## src/rtl/vit_frame_scheduler.sv

```systemverilog
// vit_frame_scheduler: round-robin time-sharing of one Viterbi decoder across NCH frame-buffered channels
module vit_frame_scheduler #(
   parameter int NCH        = 4,
   parameter int CH_W       = 2,
   parameter int FRAME_SYMS = 34,
   parameter int CNT_W      = 9,
   parameter int TIMEOUT    = 1023,
   parameter int TO_W       = 10,
   parameter int RST_CYC    = 2
) (
   input  logic            clock,
   input  logic            reset,
   input  logic [NCH-1:0]  req_i,
   output logic [NCH-1:0]  gnt_o,
   output logic [CH_W-1:0] ch_sel_o,
   output logic            busy_o,
   output logic            seq_ready_o,
   input  logic            dec_oe_i,
   input  logic [1:0]      dec_dx_i,
   input  logic            dec_sync_error_i,
   output logic            dec_reset_o,
   output logic            out_valid_o,
   output logic [1:0]      out_data_o,
   output logic [CH_W-1:0] out_ch_o,
   output logic [NCH-1:0]  frame_done_o,
   output logic [NCH-1:0]  frame_err_o
);
   typedef enum logic [4:0] {
      IDLE  = 5'b00001,
      START = 5'b00010,
      RUN   = 5'b00100,
      DONE  = 5'b01000,
      ABORT = 5'b10000
   } state_t;
   state_t           state_q, state_d;
   logic [NCH-1:0]   gnt_q, gnt_d, done_q, done_d, err_q, err_d;
   logic [CH_W-1:0]  ch_q, ch_d, rr_q, rr_d, och_q, och_d, pick;
   logic             busy_q, busy_d, seq_q, seq_d, drst_q, drst_d, ov_q, ov_d;
   logic [1:0]       od_q, od_d;
   logic [CNT_W-1:0] sym_q, sym_d;
   logic [TO_W-1:0]  wd_q, wd_d;
   always_comb begin
      pick = rr_q;
      for (int i = NCH; i >= 1; i--)
         if (req_i[rr_q + CH_W'(i)]) pick = rr_q + CH_W'(i);
   end
   // wd doubles as the dec_reset hold counter while in ABORT
   always_comb begin
      state_d = state_q;
      gnt_d   = gnt_q;
      ch_d    = ch_q;
      rr_d    = rr_q;
      busy_d  = busy_q;
      seq_d   = 1'b0;
      drst_d  = 1'b0;
      ov_d    = 1'b0;
      od_d    = od_q;
      och_d   = och_q;
      done_d  = '0;
      err_d   = '0;
      sym_d   = sym_q;
      wd_d    = wd_q;
      case (state_q)
         IDLE: if (|req_i) begin
            state_d = START;
            gnt_d   = NCH'(1) << pick;
            ch_d    = pick;
            busy_d  = 1'b1;
            sym_d   = '0;
            wd_d    = '0;
         end
         START: begin
            state_d = RUN;
            seq_d   = 1'b1;
         end
         RUN: begin
            if (dec_oe_i) begin
               ov_d  = 1'b1;
               od_d  = dec_dx_i;
               och_d = ch_q;
               sym_d = sym_q + 1'b1;
               wd_d  = '0;
            end else
               wd_d = wd_q + 1'b1;
            if (dec_sync_error_i || (!dec_oe_i && wd_q == TO_W'(TIMEOUT - 1))) begin
               state_d = ABORT;
               err_d   = gnt_q;
               drst_d  = 1'b1;
               wd_d    = '0;
            end else if (dec_oe_i && sym_q == CNT_W'(FRAME_SYMS - 1)) begin
               state_d = DONE;
               done_d  = gnt_q;
            end
         end
         DONE: begin
            state_d = IDLE;
            gnt_d   = '0;
            busy_d  = 1'b0;
            rr_d    = ch_q;
         end
         ABORT: if (wd_q == TO_W'(RST_CYC - 1)) begin
            state_d = IDLE;
            gnt_d   = '0;
            busy_d  = 1'b0;
            rr_d    = ch_q;
         end else begin
            drst_d = 1'b1;
            wd_d   = wd_q + 1'b1;
         end
         default: state_d = IDLE;
      endcase
   end
   always_ff @(posedge clock or posedge reset)
      if (reset) begin
         state_q <= IDLE;
         gnt_q   <= '0;
         ch_q    <= '0;
         rr_q    <= CH_W'(NCH - 1);
         busy_q  <= 1'b0;
         seq_q   <= 1'b0;
         drst_q  <= 1'b0;
         ov_q    <= 1'b0;
         od_q    <= '0;
         och_q   <= '0;
         done_q  <= '0;
         err_q   <= '0;
         sym_q   <= '0;
         wd_q    <= '0;
      end else begin
         state_q <= state_d;
         gnt_q   <= gnt_d;
         ch_q    <= ch_d;
         rr_q    <= rr_d;
         busy_q  <= busy_d;
         seq_q   <= seq_d;
         drst_q  <= drst_d;
         ov_q    <= ov_d;
         od_q    <= od_d;
         och_q   <= och_d;
         done_q  <= done_d;
         err_q   <= err_d;
         sym_q   <= sym_d;
         wd_q    <= wd_d;
      end
   assign gnt_o        = gnt_q;
   assign ch_sel_o     = ch_q;
   assign busy_o       = busy_q;
   assign seq_ready_o  = seq_q;
   assign dec_reset_o  = drst_q;
   assign out_valid_o  = ov_q;
   assign out_data_o   = od_q;
   assign out_ch_o     = och_q;
   assign frame_done_o = done_q;
   assign frame_err_o  = err_q;
endmodule

```

## config.mk

```make
export PLATFORM = sky130hd
export DESIGN_NAME = vit_frame_scheduler
export DESIGN_NICKNAME = d
export VERILOG_FILES = /design/src/rtl/vit_frame_scheduler.sv
export SDC_FILE = /design/constraint.sdc
export NUM_CORES = 1
export LEC_CHECK = 0
export ABC_AREA = 1
export BUFFER_PORTS_ARGS = -buffer_cell sky130_fd_sc_hd__buf_2
export CAP_MARGIN = 25
export CORE_MARGIN = 4
export CORE_UTILIZATION = 58
export DETAILED_ROUTE_END_ITERATION = 16
export PLACE_DENSITY = 0.77
export SYNTH_ARGS = -nofsm -noshare
export SYNTH_HDL_FRONTEND = slang
export SYNTH_SLANG_ARGS = --single-unit
```

## constraint.sdc

```tcl
create_clock -name clock -period 1.87 [get_ports clock]
set_input_delay 0 -clock clock [delete_from_list [all_inputs] [get_ports clock]]
set_output_delay 0 -clock clock [all_outputs]
set_load 0.1 [all_outputs]
```

==> metrics.md, run 1 <==
| Metric | Value |
|---|---|
| Hold Vio Cnt, Final | `0` |
| Power share of the clock group | `17.2%` |
| Max_cap viols | `0` |
| Syn-to-layout area delta | `14.29%` |
| Initial antenna violation count | `0` |
| Worst EP required | `2.06 ns` |
| DR WL/cell | `12.55 µm` |
| Die Wd | `75.40 µm` |
| TritonRoute pass-1 iters | `4` |
| Fmax | `611.8 MHz` |
| Post-synthesis compound-gate area fraction | `7.550%` |
| P_leak | `0.001528 µW` |
| Root buf cell | `clkbuf_8` |
| Most frequent cells in the layout | `nand2_1, inv_1, dfrtp_1` |
| Clk Latency, worst-skew pair | `0.31 ns` |
| Sequential element share of the synthesized area | `45.73%` |
| CP Launch Type | `flop` |
| IO Pins | `32` |
| GRT Resource Usage Total | `21.50%` |
| Min-delay src | `req_i[0]` |
| Worst reg2reg setup slack | `0.24 ns` |
| Synth Warn # | `0` |
| Rel. slew slack | `53.85%` |
| Worst path cell trace | `inv_1, nand2_1, nand3_1, nand2_1, inv_1, nand2_1, nand2_1, nand2_1, nand2_1, nand2_1, o21ai_0` |
| Vias after detailed routing | `2271` |
| Largest net degree at the start of global routing | `35` |
| Via density | `5.197` |
| Reg power frac | `31.6%` |
| Multiplexer share of the synthesized area | `0%` |
| Ant diodes | `0` |
| Synthesized area | `2635 µm²` |
| CP peak stage delay | `0.63 ns` |
| Setup crit end kind | `flop` |
| Main combinational cell family by area after synthesis | `simple AND/OR/NAND/NOR gates` |
| Initial detailed-routing violation count | `90` |
| Vias in the first global route | `2157` |
| H-tree Lvls | `2` |
| Share of flip-flops with an asynchronous set or reset | `100.0%` |
| Synth cell types | `31` |
| Routability cong. | `0.9260` |
| Initial cell density of the core | `60.10%` |
| Setup bufs post-CTS | `0` |
| Cell row count | `24` |
| Final setup TNS | `0 ns` |
| Synthesized Nets | `357` |
| DP Wirelength | `4162 µm` |
| First-pass GRT wire length | `9308 µm` |
| Slew at the pin closest to its max-slew limit | `0.6912 ns` |
| Synth Area in Adders | `2.374%` |
| Grt total ovfl | `0` |
| Area used by multi-input combinational logic | `1202 µm²` |
| Reg2reg start | `rr_q[0]` |
| R2r endpoint | `ch_sel_o[0]` |
| Hold Crit Depth | `4` |
| Commonest non-fill, non-tap cell in the layout | `nand2_1` |
| Post-DRT Antenna Nets | `0` |
| R2R depth | `11` |
| Fin crit share | `87.41%` |
| Die area | `5685 µm²` |
| Final Skew | `0.007366 ns` |
| Status | `complete, no violations` |
| I/O Buffers | `31` |
| Ratio of cells with drive above 1 in the final layout | `17.66%` |
| CTS tree | `done` |
| Simple-Gate Fraction of Synth Area | `33.05%` |
| Slew Limit Fails | `0` |
| Worst-case clock buffer depth | `2` |
| Comb pwr share | `51.2%` |
| Power Dens Cells | `1501 nW/µm²` |
| Yosys reg bits | `48` |
| Unrepaired setup endpoints after global routing | `false` |
| Final setup fails | `0` |
| Xor/xnor share of the synthesized area | `2.659%` |
| Worst Path Arrival | `1.83 ns` |
| Final wirelength | `5485 µm` |
| Cell mode on critical path | `nand2_1` |
| Register Area | `1205 µm²` |
| P_int | `2148 µW` |
| Clock Sink Count | `48` |
| Post-route minimum period | `1.635 ns` |
| Slowest CP cell | `dfstp_2` |
| Class of the worst hold path | `input port to flop` |
| Clock slew at reported path FFs | `0.09 ns` |
| WHS Endpoint | `state_q[0]` |
| Sw Share | `52.49%` |
| CTS Buf Count | `5` |
| # DRC | `0` |
| P_sw | `2373 µW` |
| Mapped Cells | `342` |
| Top FF cell, synth | `dfrtp_1` |
| Die Y | `75.40 µm` |
| Nets | `399` |
| CP Class | `flop to flop` |
| Worst Path Max Fanout | `11` |
| Fillers | `389` |
| Number of flops mapped to enable cells by yosys | `0` |
| Tot Pwr | `4522 µW` |
| Core box area | `4384 µm²` |
| IR drop worst, VDD | `0.001316 V` |
| Syn_area_per_cell | `7.705 µm²` |
==> final cells by class <==
cell class | count | area share, %
Sequential cell | 48 | 40.01
Timing Repair Buffer | 38 | 7.229
Tap cell | 52 | 2.160
Multi-Input combinational cell | 237 | 39.93
Clock buffer | 5 | 2.285
Clock inverter | 3 | 1.537
Inverter | 54 | 6.855
==> worst max-delay path, delay by kind of cell (launching register included) <==
kind	cells	cell delay, ns
AOI/OAI and AO/OA	1	0.07
buffers and inverters	2	0.16
DFF	1	0.63
and+or+nand+nor	8	0.64
==> synthesized netlist by cell type (all sizes together) (2+ instances only) <==
library cell	count	area, µm²
nand2	113	439.2
inv	53	201.4
dfrtp	45	1126
nor2	31	151.4
o21ai	22	117.6
nand3	21	105.1
nor3	12	60.06
nand4	11	83.83
xor2	7	61.31
ha	5	62.56
o31ai	4	45.05
buf	3	21.27
dfstp	3	78.83
nor4	3	18.77
o211ai	3	22.52
a21oi	2	13.76
or2	2	12.51
==> how the worst max path moves through the flow <==
stage / slack, ns / startpoint / end / cells after the start
final: 0.24 / rr_q[0] / ch_sel_o[0] / 11
after floorplan: 0.46 / rr_q[0] / ch_sel_o[0] / 10
after detailed placement: 0.24 / rr_q[0] / ch_sel_o[0] / 11
after global placement: 0.28 / rr_q[0] / gnt_o[0] / 8
after CTS: 0.21 / rr_q[0] / gnt_o[0] / 8
after global routing: 0.05 / rr_q[0] / ch_sel_o[0] / 11
==> through the flow <==
stage                     cell area [µm²]  worst slack, ns  hold WS, ns  utilization [%]  instances
final                                3012           0.2355      0.05414            68.69        437
after detailed placement             2856           0.2389       0.1593            65.15        425
after global placement               2856           0.2812       0.1454            65.15        425
after floorplan                      2635           0.4572       0.1168                -        342
after global routing                 3012          0.05345      0.06912            68.69        437
after CTS                            3012           0.2085      0.04680            68.69        437
==> flip-flops by register name, summed over array words and instances (netlist names) <==
register and flops:
state_q 5, frame_err_o 4, gnt_o 4, frame_done_o 4, dec_reset_o 1, seq_ready_o 1
wd_q 10, out_data_o 2, busy_o 1, out_ch_o 2, sym_q 9, rr_q 2
out_valid_o 1, ch_sel_o 2
==> power groups by stage <==
stage / registers [µW] / logic (µW) / clock network [µW]
global route: 1460 / 2540 / 841
floorplan: 2260 / 1090 / 0
detailed placement: 1440 / 2310 / 0
finish: 1430 / 2320 / 777
global placement: 1430 / 2290 / 0
CTS: 1430 / 2330 / 790
==> cells by family after synthesis <==
logic type / Yosys count
XOR/XNOR: 8
flip-flops: 48
adder cells (fa/ha/maj): 5
AND/OR/NAND/NOR: 193
buffers and inverters: 57
AO/OA/AOI/OAI: 31
==> per-layer routing <==
metal	share of wire [%]	up-vias	wire, µm	global-route usage, %
met2	48	48	2637	34.42
met5	0	-	0	0
met3	4.3	5	237	4.749
met1	46	1059	2534	28.92
li1	-	1159	-	-
met4	1.4	0	76	7.379
==> repair_timing <==
item / in CTS / in global routing
endpoints found under the setup margin: 0 / 1
hold buffers: 4 / 0
hold endpoints to repair: 32 / 0
resized for setup: 0 / 1
(Power assumes the default switching activity.)
==> run 2: changes to the inputs <==
- clock period: 1.87 -> 1.7 ns (I/O delays scaled with it)
==> run 2 against run 1 <==
Net effect:
- sequential power is 9% higher
- first-iteration DRC count rose by 3.3%
- wire length increased by 2.6%
- sequential cell count is the same
- critical endpoint is now wd_q[2]
==> metrics.md, run 2 (synthesis results as in run 1) <==
| Metric | Value |
|---|---|
| Slew at the pin closest to its max-slew limit | `0.6329 ns (-0.05834 ns)` |
| Fin crit share | `92.41% (+5.0 points)` |
| IR drop worst, VDD | `0.001595 V (+21%)` |
| Routability cong. | `0.8898 (-3.9%)` |
| First-pass GRT wire length | `9515 µm (+2.2%)` |
| Die area | `5685 µm² (unchanged)` |
| DP Wirelength | `4200 µm (+0.91%)` |
| Root buf cell | `clkbuf_8` |
| Area used by multi-input combinational logic | `1219 µm² (+1.4%)` |
| Max_cap viols | `0 (unchanged)` |
| Top flop regs | `wd_q: 10 flops, sym_q: 9 flops, state_q: 5 flops` |
| I/O Buffers | `31 (unchanged)` |
| Register Area | `1205 µm² (unchanged)` |
| P_leak | `0.001560 µW (+2.1%)` |
| Initial antenna violation count | `0 (unchanged)` |
| Most frequent cells in the layout | `nand2_1, inv_1, dfrtp_1` |
| Vias in the first global route | `2217 (+2.8%)` |
| Cell mode on critical path | `nand2_2` |
| CP Launch Type | `flop` |
| Nets | `405 (+1.5%)` |
| Syn-to-layout area delta | `16.48%` |
| Ratio of cells with drive above 1 in the final layout | `19.95% (+2.3 points)` |
| Fin worst setup slack | `0.1290 ns (-0.1065 ns)` |
| Worst EP required | `1.93 ns (-0.13 ns)` |
| Setup crit end kind | `flop` |
| H-tree Lvls | `2 (unchanged)` |
| Final wirelength | `5630 µm (+2.6%)` |
| IO Pins | `32 (unchanged)` |
| Vias after detailed routing | `2340 (+3.0%)` |
| CP top delay family | `flip-flops` |
| Die Wd | `75.40 µm (unchanged)` |
| DR WL/cell | `12.71 µm (+1.3%)` |
| Status | `complete, no violations` |
| Slowest CP cell | `dfstp_2` |
| Ant diodes | `0 (unchanged)` |
| Commonest non-fill, non-tap cell in the layout | `nand2_1` |
| Core box area | `4384 µm² (unchanged)` |
| Initial cell density of the core | `60.10% (unchanged)` |
| Fmax | `636.5 MHz (+4.0%)` |
| CP peak stage delay | `0.58 ns (-0.05 ns)` |
| DP Worst Slack | `0.04481 ns (-0.1941 ns)` |
| CP Buf/Inv Count | `2 (unchanged)` |
| Worst Path Arrival | `1.80 ns (-0.03 ns)` |
| Grt total ovfl | `0 (unchanged)` |
| Worst Path Max Fanout | `10 (-1)` |
| Clk Latency, worst-skew pair | `0.31 ns (about the same)` |
| Post-route minimum period | `1.571 ns (-0.06352 ns)` |
| Class of the worst hold path | `input port to flop` |
| Initial detailed-routing violation count | `93 (+3.3%)` |
| Cell row count | `24 (unchanged)` |
| Post-DRT Antenna Nets | `0 (unchanged)` |
| Largest net degree at the start of global routing | `49 (+40%)` |
| CP Class | `flop to flop` |
| Fillers | `365 (-6.2%)` |
| Final Skew | `0.01128 ns (+0.003915 ns)` |
| Hold Vio Cnt, Final | `0 (unchanged)` |
| Die Y | `75.40 µm (unchanged)` |
| CTS Buf Count | `5 (unchanged)` |
| Clock Sink Count | `48 (unchanged)` |
| Placed cell count | `428 (+0.71%)` |
| Top reg by flops | `wd_q` |
| Final setup fails | `0 (unchanged)` |
| Power Dens Cells | `1656 nW/µm² (+10%)` |
| Slew Limit Fails | `0 (unchanged)` |
| # DRC | `0 (unchanged)` |
| Worst-case clock buffer depth | `2 (unchanged)` |
| GRT Resource Usage Total | `22.04% (+0.55 points)` |
| Via density | `5.282 (+1.6%)` |
| Max FFs per register | `10 (unchanged)` |
| Final Non-Filler Cells | `443 (+1.4%)` |
| CTS tree | `done` |
| Clock slew at reported path FFs | `0.09 ns (about the same)` |
| TritonRoute pass-1 iters | `5 (+1)` |
| Worst path cell trace | `nand4_1, inv_2, nand2_2, nand2_2, nand2_4, inv_4, nor2_4, a21oi_2` |
| Rel. slew slack | `57.42% (+3.6 points)` |
| WHS | `0.06311 ns (+0.008975 ns)` |
## run 2: cell count changes in the layout (fill, tap and decap cells not counted), sizes merged
cell    before  now
buf         34   40
clkinv       1    2
inv         54   53
## run 2: metal layers
layer,up-vias,track usage (%),wire length [µm]
met5,-,0,0
met1,1101,27.68,2552
met2,49,37.01,2783
met3,14,5.013,195
li1,1176,-,-
met4,0,8.350,99
## run 2: where the power goes
part / total (µW) / switching [µW] / internal (µW)
Clock: 823 / 387 / 435
Combinational: 2700 / 2080 / 617
Sequential: 1560 / 177 / 1380
## run 2: path summary, 6_finish.rpt
check                             endpoint  depth (start not counted)  slack [ns]        from
worst max-delay path               wd_q[2]                          8        0.13  state_q[0]
worst min-delay path            state_q[0]                          4        0.06    req_i[0]
worst max register to register     wd_q[2]                          8        0.13  state_q[0]
worst min register to register      busy_o                          2        0.47      busy_o
max in group asynchronous         sym_q[7]                          4        0.89       reset
min in group asynchronous          wd_q[0]                          4        0.38       reset
## run 2: worst register-to-register path, cell delays in order (launching register included)
cell and delay [ns]:
dfstp_2 0.58, nand4_1 0.19, inv_2 0.15, nand2_2 0.09, nand2_2 0.11, nand2_4 0.10
inv_4 0.12, nor2_4 0.06, a21oi_2 0.10
## run 2: stage by stage
stage | area (µm²) | TNS [ns] | power [µW] | util, %
final | 3069 | 0 | 5082 | 70.01
after detailed placement | 2879 | 0 | 4181 | 65.67
after floorplan | 2635 | 0 | 3694 | -
after global routing | 3069 | -0.02503 | 5425 | 70.01
after CTS | 3030 | 0 | 5015 | 69.12
after global placement | 2879 | 0 | 4133 | 65.67
## run 2: cell type report
class	instances	share of cell area, %
clock buffers	5	2.242
clock inverters	3	1.386
inverters	54	6.726
multi-input cells	237	39.71
flip-flops and latches	48	39.26
well taps	52	2.120
repair buffers	44	8.561
## run 2: repair_timing
item | 4_1_cts | 5_1_grt
endpoints found under the setup margin | 0 | 21
buffers inserted | 0 | 3
gates resized for setup | 0 | 8
hold buffers | 4 | 0
hold endpoints to repair | 48 | 0
